File: config.mk
export PLATFORM = sky130hd
export DESIGN_NAME = ee271_vm_change_dispenser
export DESIGN_NICKNAME = d
export VERILOG_FILES = /design/src/rtl/ee271_vm_change_dispenser.sv
export SDC_FILE = /design/constraint.sdc
export NUM_CORES = 1
export LEC_CHECK = 0
export ABC_AREA = 0
export BUFFER_PORTS_ARGS = -buffer_cell sky130_fd_sc_hd__buf_2
export CAP_MARGIN = 20
export CORE_ASPECT_RATIO = 1.4
export CORE_UTILIZATION = 45
export CTS_BUF_LIST = sky130_fd_sc_hd__clkbuf_8
export CTS_CLUSTER_DIAMETER = 50
export CTS_CLUSTER_SIZE = 30
export DETAILED_ROUTE_END_ITERATION = 16
export PLACE_DENSITY = 0.65
export SYNTH_ARGS = -nofsm -noshare
export SYNTH_HDL_FRONTEND = slang
export SYNTH_SLANG_ARGS = --single-unit
File: constraint.sdc
create_clock -name clk -period 2.9 [get_ports clk]
set_clock_uncertainty 0.2 [all_clocks]
set_input_delay 0.435 -clock clk [delete_from_list [all_inputs] [get_ports clk]]
set_output_delay 0.435 -clock clk [all_outputs]
set_load 0.02 [all_outputs]
File: src/rtl/ee271_vm_change_dispenser.sv
// Coin change dispenser: pays a cents amount as timed quarter/dime/nickel ejector pulses,
// largest coin first, with tube inventory tracking. Optional running total: CHANGE_TOTAL_EN.
module ee271_vm_change_dispenser #(
  parameter int PULSE_CYC = 4,
  parameter int GAP_CYC   = 2,
  parameter int CNT_W     = 5,
  parameter int Q_INIT    = 10,
  parameter int D_INIT    = 10,
  parameter int N_INIT    = 10
) (
  input  logic             clk,
  input  logic             rst,
  input  logic             start,
  input  logic [5:0]       change_in,
  input  logic             refill,
  output logic             busy,
  output logic             done,
  output logic             short_flag,
  output logic             err_flag,
  output logic [5:0]       owed,
  output logic             eject_q,
  output logic             eject_d,
  output logic             eject_n,
  output logic [CNT_W-1:0] q_cnt,
  output logic [CNT_W-1:0] d_cnt,
  output logic [CNT_W-1:0] n_cnt,
  output logic [11:0]      total_cents
);

  typedef enum logic [2:0] {S_IDLE, S_CALC, S_PULSE, S_GAP, S_DONE} state_t;
  typedef enum logic [1:0] {C_Q, C_D, C_N} coin_t;

  localparam int TMR_W = 16;
  localparam logic [TMR_W-1:0] PULSE_LAST = TMR_W'(PULSE_CYC - 1);
  localparam logic [TMR_W-1:0] GAP_LAST   = TMR_W'((GAP_CYC > 0) ? (GAP_CYC - 1) : 0);

  state_t           r_state;
  coin_t            r_coin;
  logic [TMR_W-1:0] r_tmr;
  logic [5:0]       r_rem;
  logic             r_err_pend;
  logic             r_busy;
  logic             r_done;
  logic             r_short;
  logic             r_err;
  logic [5:0]       r_owed;
  logic             r_eject_q;
  logic             r_eject_d;
  logic             r_eject_n;
  logic [CNT_W-1:0] r_q_cnt;
  logic [CNT_W-1:0] r_d_cnt;
  logic [CNT_W-1:0] r_n_cnt;

  logic [5:0]       w_coin_val;
  logic             w_bad_amt;
  logic             w_coin_counted;

  always_comb begin
    w_coin_val = 6'd5;
    case (r_coin)
      C_Q:     w_coin_val = 6'd25;
      C_D:     w_coin_val = 6'd10;
      default: w_coin_val = 6'd5;
    endcase
  end

  assign w_bad_amt      = (6'(change_in % 6'd5) != 6'd0);
  assign w_coin_counted = (r_state == S_PULSE) && (r_tmr == PULSE_LAST);

  always_ff @(posedge clk or posedge rst) begin
    if (rst) begin
      r_state    <= S_IDLE;
      r_coin     <= C_Q;
      r_tmr      <= '0;
      r_rem      <= '0;
      r_err_pend <= 1'b0;
      r_busy     <= 1'b0;
      r_done     <= 1'b0;
      r_short    <= 1'b0;
      r_err      <= 1'b0;
      r_owed     <= '0;
      r_eject_q  <= 1'b0;
      r_eject_d  <= 1'b0;
      r_eject_n  <= 1'b0;
      r_q_cnt    <= CNT_W'(Q_INIT);
      r_d_cnt    <= CNT_W'(D_INIT);
      r_n_cnt    <= CNT_W'(N_INIT);
    end else begin
      case (r_state)
        S_IDLE: begin
          if (start) begin
            r_rem      <= change_in;
            r_err_pend <= w_bad_amt;
            r_busy     <= 1'b1;
            r_short    <= 1'b0;
            r_err      <= 1'b0;
            r_owed     <= '0;
            r_state    <= S_CALC;
          end else if (refill) begin
            r_q_cnt <= '1;
            r_d_cnt <= '1;
            r_n_cnt <= '1;
          end
        end

        // Largest coin that still fits and is stocked; otherwise finish.
        S_CALC: begin
          r_tmr <= '0;
          if (r_err_pend) begin
            r_err   <= 1'b1;
            r_owed  <= r_rem;
            r_done  <= 1'b1;
            r_state <= S_DONE;
          end else if (r_rem >= 6'd25 && r_q_cnt != '0) begin
            r_coin    <= C_Q;
            r_eject_q <= 1'b1;
            r_state   <= S_PULSE;
          end else if (r_rem >= 6'd10 && r_d_cnt != '0) begin
            r_coin    <= C_D;
            r_eject_d <= 1'b1;
            r_state   <= S_PULSE;
          end else if (r_rem >= 6'd5 && r_n_cnt != '0) begin
            r_coin    <= C_N;
            r_eject_n <= 1'b1;
            r_state   <= S_PULSE;
          end else if (r_rem == 6'd0) begin
            r_owed  <= '0;
            r_done  <= 1'b1;
            r_state <= S_DONE;
          end else begin
            r_short <= 1'b1;
            r_owed  <= r_rem;
            r_done  <= 1'b1;
            r_state <= S_DONE;
          end
        end

        S_PULSE: begin
          if (r_tmr == PULSE_LAST) begin
            r_eject_q <= 1'b0;
            r_eject_d <= 1'b0;
            r_eject_n <= 1'b0;
            r_rem     <= r_rem - w_coin_val;
            case (r_coin)
              C_Q:     if (r_q_cnt != '0) r_q_cnt <= r_q_cnt - 1'b1;
              C_D:     if (r_d_cnt != '0) r_d_cnt <= r_d_cnt - 1'b1;
              default: if (r_n_cnt != '0) r_n_cnt <= r_n_cnt - 1'b1;
            endcase
            r_tmr   <= '0;
            r_state <= (GAP_CYC == 0) ? S_CALC : S_GAP;
          end else begin
            r_tmr <= r_tmr + 1'b1;
          end
        end

        S_GAP: begin
          if (r_tmr == GAP_LAST) begin
            r_tmr   <= '0;
            r_state <= S_CALC;
          end else begin
            r_tmr <= r_tmr + 1'b1;
          end
        end

        S_DONE: begin
          r_done  <= 1'b0;
          r_busy  <= 1'b0;
          r_state <= S_IDLE;
        end

        default: r_state <= S_IDLE;
      endcase
    end
  end

`ifdef CHANGE_TOTAL_EN
  logic [11:0] r_total;

  // Wraps modulo 4096; only reset clears it.
  always_ff @(posedge clk or posedge rst) begin
    if (rst) begin
      r_total <= '0;
    end else if (w_coin_counted) begin
      r_total <= r_total + {6'd0, w_coin_val};
    end
  end

  assign total_cents = r_total;
`else
  logic w_unused_total;
  assign w_unused_total = w_coin_counted;
  assign total_cents    = 12'd0;
`endif

  assign busy       = r_busy;
  assign done       = r_done;
  assign short_flag = r_short;
  assign err_flag   = r_err;
  assign owed       = r_owed;
  assign eject_q    = r_eject_q;
  assign eject_d    = r_eject_d;
  assign eject_n    = r_eject_n;
  assign q_cnt      = r_q_cnt;
  assign d_cnt      = r_d_cnt;
  assign n_cnt      = r_n_cnt;

endmodule

==> impl_results.md <==
- Worst-case reg-to-reg path depth: 8
- Clock Latency Late Sink: 310 ps
- DR iter-0 viols: 144
- Layout net count: 434
- Fin Setup TNS: 0 ps
- Multi-input gate area: 1780 µm²
- P&R area growth vs syn: 10.8%
- Critical Path Source Type: flip-flop
- WP data arrival: 2620 ps
- Clk sinks: 56
- Reg-to-Reg End: owed[5]
- Reg-to-Reg Start: d_cnt[0]
- Grt met2 use: 0.369
- Tmin final: 2610 ps
- Mean Syn Cell Area: 8.99 µm²
- Reg clk slew, reported paths: 110 ps
- H-tree depth: 2
- Synthesized cell area: 3390 µm²
- Tightest Hold Check Type: in -> async
- Mapped Cells: 377
- Gr busiest metal: met2
- Critical path type: reg -> reg
- Fin crit share: 0.900
- RSZ-0062 raised after global routing: no
- Router iterations before antenna repair: 5
- Post-DR wirelength/cell: 15.0 µm
- Routing usage on met1: 0.252
- Largest net degree at the start of global routing: 33
- Post-synthesis sequential area ratio: 0.415
- R2R Setup Slk: 290 ps
- Rows: 37
- Final hold violations: 0
- Hpwl dp: 5770 µm
- Least-Margin Pin Slew: 833 ps
- Seq. cell area: 1410 µm²
- Peak VDD IR: 391 µV
- Lkg Pwr: 1.67 nW
- Post-CTS Resized: 0
- Fmax: 383 MHz
- Antenna violations before repair: 0
- Initial core utilization: 0.464
- Ant diodes: 0
- Yosys warnings: 0
- Number of buffers created by CTS: 5
- Die Y-Extent: 105 µm
- Netlist cell types: 58
- Final WL: 7630 µm
- Crit end category: flip-flop
- Die area: 7890 µm²
- CTS root buf: clkbuf_8
- Ys flop type: dfrtp_1
- CTS tree: done
- I/O pin total: 50
- Core area: 7310 µm²
- Global-route wire length before repair: 12900 µm
- Number of vias per cell: 5.69
- Fill cells: 729
- Post-synth EDFFs: 0
- Aggregate global-route resource usage: 0.208
- IO Port Bufs: 37
- Met3 GRT Util: 0.0299
- Max-slew headroom: 0.441
- Status: finished, final reports clean
- Die width: 75.4 µm
- Power Dens Cells: 931 nW/µm²
- GRT overflow: 0
- Share of layout cells above drive strength 1: 0.167
- CP max FO: 6
- Clock Path Buffers: 2
- Max cap viols: 0
- Finish-stage setup viols: 0
- Flops & latches, synth: 56
- Post-DRT Antenna Nets: 0
- Asr flop ratio synth: 1.00
- Routability Congestion: 0.815
- Post-layout util: 0.514
- Vias after detailed routing: 2897
- DRC: 0
- Vias in the first global route: 2699
- Required time of the critical path: 2910 ps
- Post-CTS Setup Inserts: 0
- Hold_buf cts: 0
- Fin. max-slew vios: 0
## cell usage after synthesis (all sizes together), types with 3 or more instances
master  number  area (µm²)
nand2       38         143
xnor2        6        52.6
dfstp        6         158
and3         4        26.3
buf         17         115
and4         3        27.5
o21ai       23         115
dfrtp       50        1250
or3          4        25.0
nand2b       6        37.5
xor2         5        43.8
a41oi        5        43.8
ha          12         150
inv         21        78.8
nor4         6        62.6
a21o         7        52.6
nor3        11        55.1
a21oi       19        95.1
a32o         3        30.0
nor4b        4        35.0
clkbuf      11        52.5
nand3       14        70.1
nor2b        7        43.8
nor2        31         116
a31oi        7        43.8
o221ai       3        26.3
o21a         4        30.0
nand4        8        50.1
a22o        10        87.6
## power breakdown
part	leakage (nW)	internal (mW)	total, mW	switching [mW]
clock	0.0695	0.342	0.597	0.255
sequential	0.671	1.01	1.28	0.271
combinational	0.934	0.645	1.62	0.977
total	1.67	1.99	3.50	1.50
## metal layers
metal | share of wire | wire length [µm] | up-vias
met3 | 0.028 | 211 | 8
met2 | 0.53 | 4030 | 63
li1 | - | - | 1414
met4 | 0.015 | 116 | 0
met1 | 0.43 | 3270 | 1412
met5 | 0 | 0 | -
## layout by cell type, fill, tap and decap left out, types with 8 or more instances in the layout
master,netlist,layout
nor3_1,11,11
inv_1,21,21
nor2_1,31,31
nand2_1,38,38
nand4_1,8,8
nand3_1,14,14
o21ai_0,23,23
dfrtp_1,50,50
buf_2,5,37
conb_1,1,12
a22o_1,10,10
ha_1,12,12
a21oi_1,19,19
## cell families (layout without fill, tap and decap cells)
family,after synthesis,after routing,synth area share
xor gates and xnor gates,11,11,0.0284
other,1,12,0.00111
muxes,2,2,0.00627
buffers and inverters,49,73,0.0727
DFF,56,56,0.415
AOI/OAI and AO/OA,100,100,0.201
adders and majority gates,13,13,0.0502
and+or+nand+nor,145,145,0.224
## worst max path at each step
stage                  to         start  slack (ps)  depth (start not counted)
2_1_floorplan  r_err_pend  change_in[2]         430                          9
3_3_place_gp   r_err_pend  change_in[5]         250                          9
3_5_place_dp   r_err_pend  change_in[5]         170                          9
4_1_cts         r_tmr[13]      r_tmr[0]         280                          5
5_1_grt           owed[1]      d_cnt[0]         120                          8
6_report          owed[5]      d_cnt[0]         290                          8
## worst max-delay path, cell delays in order, from the launching register on
cell and delay [ps]:
dfrtp_1 430, inv_1 70, ha_1 200, nor4b_1 540, a21oi_1 160, nor3_1 210, buf_4 160, o221ai_1 260
a22o_1 280
## stage by stage
step                hold slack [ps]  setup WS, ps  std cells  area [µm²]  power, mW
floorplan                       259           431        388        3430       2.47
global placement                262           248        500        3620       2.87
detailed placement              274           169        500        3620       2.89
CTS                            43.3           277        508        3750       3.50
global route                   91.1           121        509        3760       3.76
finish                         18.3           291        509        3760       3.50
## flip-flops by register name (all words and copies together) (netlist names)
name and cells:
d_cnt 5, r_tmr 16, q_cnt 5, done 1
owed 6, eject_q 1, err_flag 1, r_rem 6
r_err_pend 1, n_cnt 5, r_state 3, short_flag 1
eject_d 1, r_coin 2, busy 1, eject_n 1
## final cells by class
cell class	instances	area share
well taps	97	0.0323
inverters	21	0.0210
repair buffers	44	0.0633
clock inverters	3	0.0170
multi-input cells	283	0.473
flip-flops and latches	56	0.375
clock buffers	5	0.0183
Note: power is estimated with default switching activity, not from simulation.
